===== src/rtl/sensor_sched_pkg.sv =====
// sensor_sched_pkg: shared state encoding and default widths for the sensor detect scheduler
package sensor_sched_pkg;
  localparam logic [1:0] S_IDLE = 2'd0;
  localparam logic [1:0] S_ISSUE = 2'd1;
  localparam logic [1:0] S_WAIT = 2'd2;
  localparam logic [1:0] S_REPORT = 2'd3;
  localparam int NUM_CH_DEF = 4;
  localparam int DATA_W_DEF = 8;
  localparam int TIMEOUT_DEF = 16;
  localparam int ANOM_W = 16;
  localparam int TOUT_W = 8;
endpackage


===== src/rtl/rr_arbiter.sv =====
// rr_arbiter: combinational round-robin pick of the first request at or after ptr
module rr_arbiter #(
  parameter int N = 4,
  parameter int IW = $clog2(N)
) (
  input  logic [N-1:0]  req,
  input  logic [IW-1:0] ptr,
  output logic [N-1:0]  grant,
  output logic [IW-1:0] idx,
  output logic          any
);
  always_comb begin
    grant = '0;
    idx = '0;
    any = |req;
    // scan from the farthest offset down so the nearest request wins last
    for (int k = N - 1; k >= 0; k--) begin
      if (req[(int'(ptr) + k) % N]) begin
        grant = N'(1) << ((int'(ptr) + k) % N);
        idx = IW'((int'(ptr) + k) % N);
      end
    end
  end
endmodule


===== src/rtl/sensor_detect_scheduler.sv =====
// sensor_detect_scheduler: round-robin sharing of one anomaly detector across sensor channels
module sensor_detect_scheduler
  import sensor_sched_pkg::*;
#(
  parameter int NUM_CH = NUM_CH_DEF,
  parameter int DATA_W = DATA_W_DEF,
  parameter int TIMEOUT = TIMEOUT_DEF,
  localparam int IW = $clog2(NUM_CH),
  localparam int TW = $clog2(TIMEOUT) + 1
) (
  input  logic                     clk,
  input  logic                     reset,
  input  logic [NUM_CH-1:0]        ch_valid,
  input  logic [NUM_CH*DATA_W-1:0] ch_data,
  output logic [NUM_CH-1:0]        ch_ack,
  output logic [DATA_W-1:0]        det_data,
  output logic                     det_valid,
  input  logic                     det_done,
  input  logic                     det_anomaly,
  output logic                     res_valid,
  output logic [IW-1:0]            res_chan,
  output logic                     res_anomaly,
  output logic                     res_timeout,
  output logic [ANOM_W-1:0]        anomaly_count,
  output logic [TOUT_W-1:0]        timeout_count
);
  logic [1:0] state, next;
  logic [NUM_CH-1:0] gnt, gnt_q;
  logic [IW-1:0] idx, idx_q, rr_ptr;
  logic any, expire;
  logic [DATA_W-1:0] data_q;
  logic [TW-1:0] timer;

  rr_arbiter #(.N(NUM_CH)) u_arb (
    .req(ch_valid),
    .ptr(rr_ptr),
    .grant(gnt),
    .idx(idx),
    .any(any)
  );

  // timer is 0 in the first WAIT cycle, so this marks the cycle TIMEOUT-1 after ISSUE
  assign expire = timer == TW'(TIMEOUT - 2);
  assign det_valid = state == S_ISSUE;
  assign res_valid = state == S_REPORT;
  assign ch_ack = res_valid ? gnt_q : '0;
  assign det_data = data_q;

  always_comb
    next = state == S_IDLE ? (any ? S_ISSUE : S_IDLE) :
           state == S_ISSUE ? S_WAIT :
           state == S_WAIT ? ((det_done || expire) ? S_REPORT : S_WAIT) : S_IDLE;

  always_ff @(posedge clk or negedge reset)
    if (!reset) begin
      state <= S_IDLE;
      gnt_q <= '0;
      idx_q <= '0;
      rr_ptr <= '0;
      data_q <= '0;
      timer <= '0;
      res_chan <= '0;
      res_anomaly <= 1'b0;
      res_timeout <= 1'b0;
      anomaly_count <= '0;
      timeout_count <= '0;
    end else begin
      state <= next;
      timer <= state == S_WAIT ? timer + 1'b1 : '0;
      if (state == S_IDLE && any) begin
        gnt_q <= gnt;
        idx_q <= idx;
        data_q <= ch_data[idx*DATA_W +: DATA_W];
      end
      if (state == S_WAIT && (det_done || expire)) begin
        res_chan <= idx_q;
        res_anomaly <= det_done && det_anomaly;
        res_timeout <= !det_done;
      end
      if (state == S_REPORT) begin
        rr_ptr <= idx_q == IW'(NUM_CH - 1) ? '0 : idx_q + 1'b1;
        if (res_anomaly && !(&anomaly_count)) anomaly_count <= anomaly_count + 1'b1;
        if (res_timeout && !(&timeout_count)) timeout_count <= timeout_count + 1'b1;
      end
    end
endmodule

===== config.mk =====
export PLATFORM = sky130hd
export DESIGN_NAME = sensor_detect_scheduler
export DESIGN_NICKNAME = d
export VERILOG_FILES = /design/src/rtl/sensor_sched_pkg.sv /design/src/rtl/rr_arbiter.sv /design/src/rtl/sensor_detect_scheduler.sv
export SDC_FILE = /design/constraint.sdc
export NUM_CORES = 1
export LEC_CHECK = 0
export CORE_AREA = 4 4 126 80
export CTS_CLUSTER_SIZE = 24
export DETAILED_ROUTE_END_ITERATION = 8
export DIE_AREA = 0 0 130 84
export PLACE_DENSITY_LB_ADDON = 0.3
export SLEW_MARGIN = 20
export SYNTH_ARGS = -nofsm -noshare
export SYNTH_HDL_FRONTEND = slang
export SYNTH_SLANG_ARGS = --single-unit

===== constraint.sdc =====
create_clock -name clk -period 10.3 [get_ports clk]
set_clock_uncertainty 0.1 [all_clocks]
set_input_delay 3.09 -clock clk [delete_from_list [all_inputs] [get_ports clk]]
set_output_delay 3.09 -clock clk [all_outputs]
set_load 0.02 [all_outputs]

==> flow_summary.ini <==
[clock_network]
max-clock-path-buffers = 2
htreeDepth = 2
tritoncts.num_buffers = 5
cts_root_buffer = clkbuf_16
postCtsSetupRepairBufs = 0
cts.sinks = 51
tritoncts_clock_tree = done
cts_hold_repair.buffers = 0
postCtsResizedCells = 0
insertion_delay_ps = 290
path_clk_slew_ps = 70

[worst_hold_path]
hold-path-cell-count = 1
min_path_type = reg2reg
holdPathEnd = timer[0]
hp-start = timer[0]

[cells_and_area]
mostFrequentLayoutCell = clkdlybuf4s50_1
areaGrowthSynthToFinish_pct = 36.4
layout.cells.most_common_list = clkdlybuf4s50_1 (80), dfrtp_1 (51), nand2_1 (22), xnor2_1 (18), ha_1 (17)
area_of_combinational_cells_with_multiple_inputs_sq_um = 1700
layout.area.seq_sq_um = 1280
layout-drive-gt1-share_pct = 7.61
fillcell_total = 895
post-route-cell-area_sq_um = 4170
final_net_count = 424
diodes = 0

[timing]
timing_worst_slew_pin_value_ps = 656
rsz0062_at_grt = false
final_period_minus_worst_setup_slack_ps = 6060
worst_relative_slew_slack_pct = 56.3
fin_crit_sh_pct = 58.9
finalHoldViolations = 0
max_freq_mhz = 165
setup_total_negative_slack_ps = 0
final-max-slew-violation-count = 0
final.setup.worst_slack_ps = 4240
finalSetupViolCount = 0

[setup_path]
r2r_startpoint = rr_ptr[0]
cp_max_fo = 13
crit_buf_inv = 1
crit_path_max_incr_delay_ps = 630
r2r_cells = 9
timing.critical_path.cells = clkdlybuf4s50_1, mux4_2, nand2b_2, nand2b_1, a22o_1, mux2_4, a221o_1
worst_path_max_delay_cell = mux4_2
worst_r2r_endpoint = det_data[5]
cp.required_ps = 10370
crit_type = in2reg
timing.critical_path.arrival_ps = 6130
path_delay_family = multiplexers
startpoint_type = input port
r2r_setup_slack_ps = 6380
end_kind = flip-flop

[floorplan]
coreArea_sq_um = 8920
dieHeight_um = 84
floorplan.initialDensity_pct = 34.3
area_enclosed_by_the_die_boundary_sq_um = 10900
floorplan.io_pins = 82
die-width_um = 130
floorplan.rows = 27

[pwr]
switching_share_pct = 40.1
power.internal_mw = 0.675
power_frac_seq_pct = 27.0
ir_drop_v = 0.000106
total_switching_power_mw = 0.452
power.share.combinational_pct = 54.3
power_density_nw_per_um2 = 271
power.share.clock_pct = 18.6
standby_leakage_power_nw = 1.77

[synth]
synthArstFlopShare_pct = 100
synth_area_sq_um = 3060
synth.avg_cell_area_sq_um = 10.6
synthesis.nets = 345
synth-edff-count = 0
ys.flop_type = dfrtp_1
synth-seq-cells = 51
synth.lib_cells_used.distinct = 45
synthesis.yosys.warnings = 0
syn-instance-count = 288
synth_sequential_area_ratio_pct = 41.8

[placed_design]
io_port_bufs = 81
gp_congestion = 0.748
placed_area_sq_um = 3980
dpl.hpwl_um = 5990
place_ws_ps = 3950

[route]
routed_wirelength_um = 7960
detail_route.wl_per_cell_um = 16.4
route.vias.total = 2524
drt_pass1_iterations = 4
via_per_inst = 5.21
post-route-drc-count = 0
detail-route-antenna-nets = 0
drt_iter0_markers = 141

[global_routing]
wire_length_of_the_first_global_routing_pass_um = 12800
vias_in_the_first_global_route = 2395
number_of_antenna_violations_at_the_first_check_in_global_routing = 0
globalRouteTotalUtil_pct = 14.5
globalRouteOverflowTotal = 0
grt_start_max_net_pins = 52

[run]
maxCapViolCount = 0

[outcome]
status = finished clean
-- kinds of logic (layout without fill, tap and decap cells) --
logic type	after synthesis	count (layout)	synth area share, %
flops	51	51	41.8
xor+xnor	25	25	7.17
fa+ha+maj	17	17	6.96
mux	26	26	10.6
buf+inv	19	99	2.66
simple gates	91	91	16.5
compound gates	59	59	14.3
-- cells in the mapped netlist, drive strengths merged, types with 3 or more instances --
cell | n | area (sq um)
and4 | 4 | 35.0
and3 | 5 | 31.3
nor2b | 10 | 70.1
nand2 | 22 | 82.6
dfrtp | 51 | 1280
nor4b | 3 | 26.3
nor2 | 13 | 48.8
xnor2 | 18 | 158
nand4 | 5 | 31.3
mux2i | 13 | 130
ha | 17 | 213
a221oi | 14 | 123
and2 | 8 | 50.1
mux2 | 10 | 128
nand3 | 8 | 40.0
a21oi | 15 | 75.1
inv | 6 | 22.5
mux4 | 3 | 67.6
a221o | 4 | 40.0
nor3 | 4 | 20.0
xor2 | 7 | 61.3
clkbuf | 9 | 33.8
o21ai | 4 | 20.0
o21a | 3 | 22.5
o221ai | 10 | 87.6
buf | 4 | 25.0
-- stage by stage --
| step | util, % | instances | total power, mW | hold slack [ps] |
|---|---|---|---|---|
| after floorplan | - | 288 | 0.725 | 351 |
| after global placement | 44.6 | 476 | 0.901 | 373 |
| after detailed placement | 44.6 | 476 | 0.918 | 382 |
| after CTS | 46.7 | 484 | 1.13 | 390 |
| after global routing | 46.7 | 484 | 1.20 | 421 |
| final | 46.7 | 484 | 1.13 | 391 |
-- worst register-to-register path, stage by stage, from the launching register on --
cell	delay, ps
dfrtp_1	320
buf_4	370
inv_1	280
ha_1	420
mux4_2	440
nand2b_2	290
nand2b_1	320
a22o_1	580
mux2_4	360
a221o_1	320
-- state kept, by name, indices dropped and copies added (netlist names) --
| signal | cells |
|---|---|
| res_timeout | 1 |
| gnt_q | 4 |
| det_data | 8 |
| res_anomaly | 1 |
| anomaly_count | 16 |
| rr_ptr | 2 |
| res_chan | 2 |
| state | 2 |
| timer | 5 |
| timeout_count | 8 |
| idx_q | 2 |
-- cell type report --
type	instances	share of cell area, %
clock inverter	2	1.44
clock buffer	6	3.09
inverter	6	0.541
sequential	51	30.6
tap	116	3.48
timing repair buffer	85	20.1
multi-input combinational	218	40.8
-- how the worst max path moves through the flow --
stage	startpoint	endpoint	slack (ps)	depth (start not counted)
global placement	ch_valid[1]	det_data[5]	4100	7
floorplan	ch_valid[1]	det_data[0]	5080	8
CTS	ch_valid[1]	det_data[5]	4250	7
finish	ch_valid[1]	det_data[5]	4240	7
global route	ch_valid[1]	det_data[5]	4120	7
detailed placement	ch_valid[1]	det_data[1]	3950	7
-- layer usage --
| metal | wire [um] | global-route usage, % |
|---|---|---|
| met2 | 3510 | 20.6 |
| met5 | 0 | 0 |
| met1 | 4030 | 22.1 |
| met4 | 54 | 3.11 |
| met3 | 363 | 3.64 |
-- power by group through the flow --
stage / Combinational (mW) / Clock, mW / Sequential (mW)
finish: 0.612 / 0.210 / 0.305
global route: 0.666 / 0.224 / 0.314
CTS: 0.614 / 0.215 / 0.306
detailed placement: 0.610 / 0 / 0.308
global placement: 0.593 / 0 / 0.307
floorplan: 0.384 / 0 / 0.341
Note: power is estimated with default switching activity, not from simulation.
==> RTL edit 1: new RTL, same flow settings <==
Reset style: synchronous (`reset`), changed in one clocked block.
--- a/src/rtl/sensor_detect_scheduler.sv
+++ b/src/rtl/sensor_detect_scheduler.sv
@@ -53,3 +53,3 @@
 
-  always_ff @(posedge clk or negedge reset)
+  always_ff @(posedge clk)
     if (!reset) begin
Check against the original RTL: not settled (the Yosys comparison gave no result); the edit may change what the design does.
==> RTL edit 1 against the unedited design <==
- routed wire length is 18% higher
- register-to-register slack gained 270 ps
- setup slack improved by 390 ps
- sequential cell count is the same
- final area increased by 4.3%
- synthesized area up 9.9%
- critical path type unchanged
- highest routed layer unchanged
Power is not compared: it rests on default switching activity, and its combinational part moved more than twofold at a synthesized area within 25%.
==> RTL edit 1: results <==
group,metric,value,unit
power_and_ir_drop,vdd_drop_max,76.5,uV
min_path,worstHoldStart,"timer[0]",
outcome,outcome,"finished clean",
placement,place_inst,567,
setup_path,cpPeakStageDelay,710,ps
final_layout,drive_gt1_share,5.01,%
synth,async_reset_ff_share,0,%
grt,antenna_found_initial,0,
placement,dpl_cell_area,0.00421,sq mm
synth,synth_common_cells,"dfxtp_1 (51), nor2_1 (41), a21oi_1 (23), nand2_1 (23), mux2i_1 (18)",
min_path,hp-class,"register to register",
final_layout,largest_reg_flops,16,
setup_path,slowest_stage,"mux4_2",
final_layout,final_nets,515,
drt,dr.pass1.iters,5,
placement,dpl.hpwl,7.09,mm
drt,dr.first_iter.drc_count,301,
cts,clockBufferDepth,2,
synth,syn_nets,451,
synth,syn_area_per_cell,8.52,sq um
setup_path,timing.rr.start,"rr_ptr[0]",
synth,synth_edf_count,0,
setup_path,critPathMaxFanout,13,
grt,grt_pass1_vias,2931,
cts,htreeDepth,2,
sta,slew_headroom,50.5,%
final_layout,fillers,813,
synth,ys_seq_area_share,30.4,%
cts,post_cts_buffers,0,
synth,synth_area_leaders,"dfxtp_1 (30%), ha_1 (6.3%), mux2i_1 (5.4%), nor2_1 (4.6%), a21oi_1 (3.4%)",
setup_path,arrival,5710,ps
grt,track_usage,16.8,%
final_layout,top_register,"anomaly_count",
placement,port_buffers,81,
setup_path,crit_start,"ch_valid[1]",
synth,synth_warnings,0,
cts,ctsRootBufferMaster,"clkbuf_16",
placement,gp_congestion,0.905,
drt,via_per_inst,5.74,
cts,clkLatencyLatePin,290,ps
synth,netlist-cell-type-count,53,
grt,grt_max_degree,42,
power_and_ir_drop,p_leak,1.57,nW
cts,cts_resized,0,
drt,routed_wl,9.41,mm
drt,vias,3298,
grt,grt_pass1_wl,15.1,mm
## RTL edit 1: cell types whose count changed in the layout (fill, tap and decap cells not counted), moves of 11 or more
cell	unedited run	this run
nor2_1	13	41
xnor2_1	18	3
o21ai_0	4	15
dfrtp_1	51	0
o31ai_1	2	14
dfxtp_1	0	51
## RTL edit 1: stage by stage
stage / utilization, % / setup WS [ps] / power, W
final: 48.7 / 4630 / 0.000473
after global routing: 48.7 / 4480 / 0.000496
after CTS: 48.7 / 4690 / 0.000475
after detailed placement: 47.2 / 4380 / 0.000316
after global placement: 47.2 / 4570 / 0.000314
after floorplan: - / 5340 / 0.000275
## RTL edit 1: kinds of logic after synthesis
group                    after synthesis  share of synthesized area, %
flip-flops                            51                          30.4
buffers and inverters                 37                          4.84
XOR/XNOR                              12                          3.13
AO/OA/AOI/OAI                        105                          22.7
multiplexers                          28                          10.1
AND/OR/NAND/NOR                      144                          22.5
adder cells (fa/ha/maj)               17                          6.33
## RTL edit 1: final timing paths
kind	cells after the start	slack (ps)	end
setup reg to reg	8	6650	det_data[4]
setup / recovery	6	4630	det_data[4]
hold / removal	1	370	timer[0]
hold reg to reg	1	370	timer[0]
## RTL edit 1: area by class of cell
cell class | instances | share of cell area (%)
multi-input cells | 306 | 50.0
flip-flops and latches | 51 | 23.5
repair buffers | 83 | 19.0
well taps | 116 | 3.34
clock buffers | 7 | 3.05
inverters | 11 | 0.950
clock inverters | 1 | 0.115
## RTL edit 1: routing by layer
layer  routed length [um]  global-route usage [%]
met3                  707                    3.84
met5                    0                       0
met1                 4640                    25.5
met4                  105                    4.34
met2                 3960                    23.6
## RTL edit 1: critical path, delay by kind of cell
kind	cells	cell delay, ps
buf+inv	1	590
mux	1	710
compound gates	4	1320
## RTL edit 1: where the power goes
group          switching (W)  internal (W)  total, W
Combinational      0.0000537     0.0000469  0.000101
Clock              0.0000703     0.0000900  0.000160
Sequential        0.00000647      0.000205  0.000212
==> RTL edit 2: new RTL, same settings <==
Without the edit above. `DATA_W_DEF`: 8 -> 7.
--- a/src/rtl/sensor_sched_pkg.sv
+++ b/src/rtl/sensor_sched_pkg.sv
@@ -7,3 +7,3 @@
   localparam int NUM_CH_DEF = 4;
-  localparam int DATA_W_DEF = 8;
+  localparam int DATA_W_DEF = 7;
   localparam int TIMEOUT_DEF = 16;
Interface: changed (resized ch_data and det_data); port bits go from 82 to 77. The function was not compared with the original's and may differ.
==> RTL edit 2 against the unedited design <==
- setup slack gained 350 ps
- final area fell by 6.0%
- routed wire length down 10%
- synthesized area decreased by 5.3%
- hold slack better by 0.95 ps
- fmax is 6.0% higher
- largest power group unchanged
- combinational power down 17%
- critical endpoint is now det_data[4]
- sequential cell count shrank 1
- cell count decreased by 3.5%
- total power fell by 11%
==> RTL edit 2: results <==
group,metric,value,unit
outcome,outcome,"finished clean",
synth,synthMuxAreaShare,9.60,%
synth,synth_common_cells,"dfrtp_1 (50), nand2_1 (29), ha_1 (17)",
grt,grt_pass1_wl,12.0,mm
synth,post_synth_xor_area_fraction,7.57,%
power_and_ir_drop,vdd_drop_max,95.9,uV
setup_path,reg2reg_setup_slack,6460,ps
power_and_ir_drop,p_int,0.000602,W
synth,syn_nets,329,
setup_path,r2r_cells,8,
power_and_ir_drop,p_leak,1.67,nW
synth,syn_area_per_cell,10.5,sq um
synth,synth_compound_area_share,13.1,%
placement,place_ws,4290,ps
grt,grt_max_degree,51,
sta,worst_slew_pin_slew,784,ps
drt,dr.first_iter.drc_count,201,
drt,wl_met2,3.01,mm
sta,post-route-period-util,55.5,%
grt,grt_pass1_vias,2420,
final_layout,fillers,867,
final_layout,drive_gt1_share,7.12,%
grt,grtUsageMet1,20.5,%
placement,place_inst,459,
synth,synth_area_leaders,"dfrtp_1 (43%), ha_1 (7.3%), xnor2_1 (4.8%), mux2i_1 (4.2%), nand2_1 (3.8%)",
setup_path,arrival,5770,ps
synth,netlist-cell-type-count,42,
setup_path,critPathMaxFanout,11,
power_and_ir_drop,clock_power,0.000187,W
placement,gp_congestion,0.902,
final_layout,post_layout_nonfiller_instances,467,
drt,avgRoutedWirePerCell,15.3,um
synth,ys_seq_area_share,43.2,%
placement,dpl_cell_area,0.00375,sq mm
placement,dpl.hpwl,5.31,mm
drt,wl_met3,516,um
setup_path,crit_start,"ch_valid[2]",
RTL edit 2: cell count changes in the layout (fill, tap and decap cells not counted), sizes merged, moves of 5 or more:
cell,change
a221oi,-14
a22oi,+8
nand2,+7
nor2b,-7
o221ai,-7
clkdlybuf4s50,-5
RTL edit 2: cell type report:
type                            instances  area share (%)
Multi-Input combinational cell        207            39.6
Tap cell                              116            3.70
Clock inverter                          3            1.12
Sequential cell                        50            31.9
Inverter                                8           0.767
Timing Repair Buffer                   78            19.7
Clock buffer                            5            3.19
RTL edit 2: through the flow:
| step | power, W | utilization [%] | hold slack, ps |
|---|---|---|---|
| after global routing | 0.00109 | 43.9 | 429 |
| after detailed placement | 0.000822 | 42.0 | 389 |
| after global placement | 0.000814 | 42.0 | 375 |
| final | 0.00101 | 43.9 | 392 |
| after CTS | 0.00102 | 43.9 | 399 |
| after floorplan | 0.000660 | - | 351 |
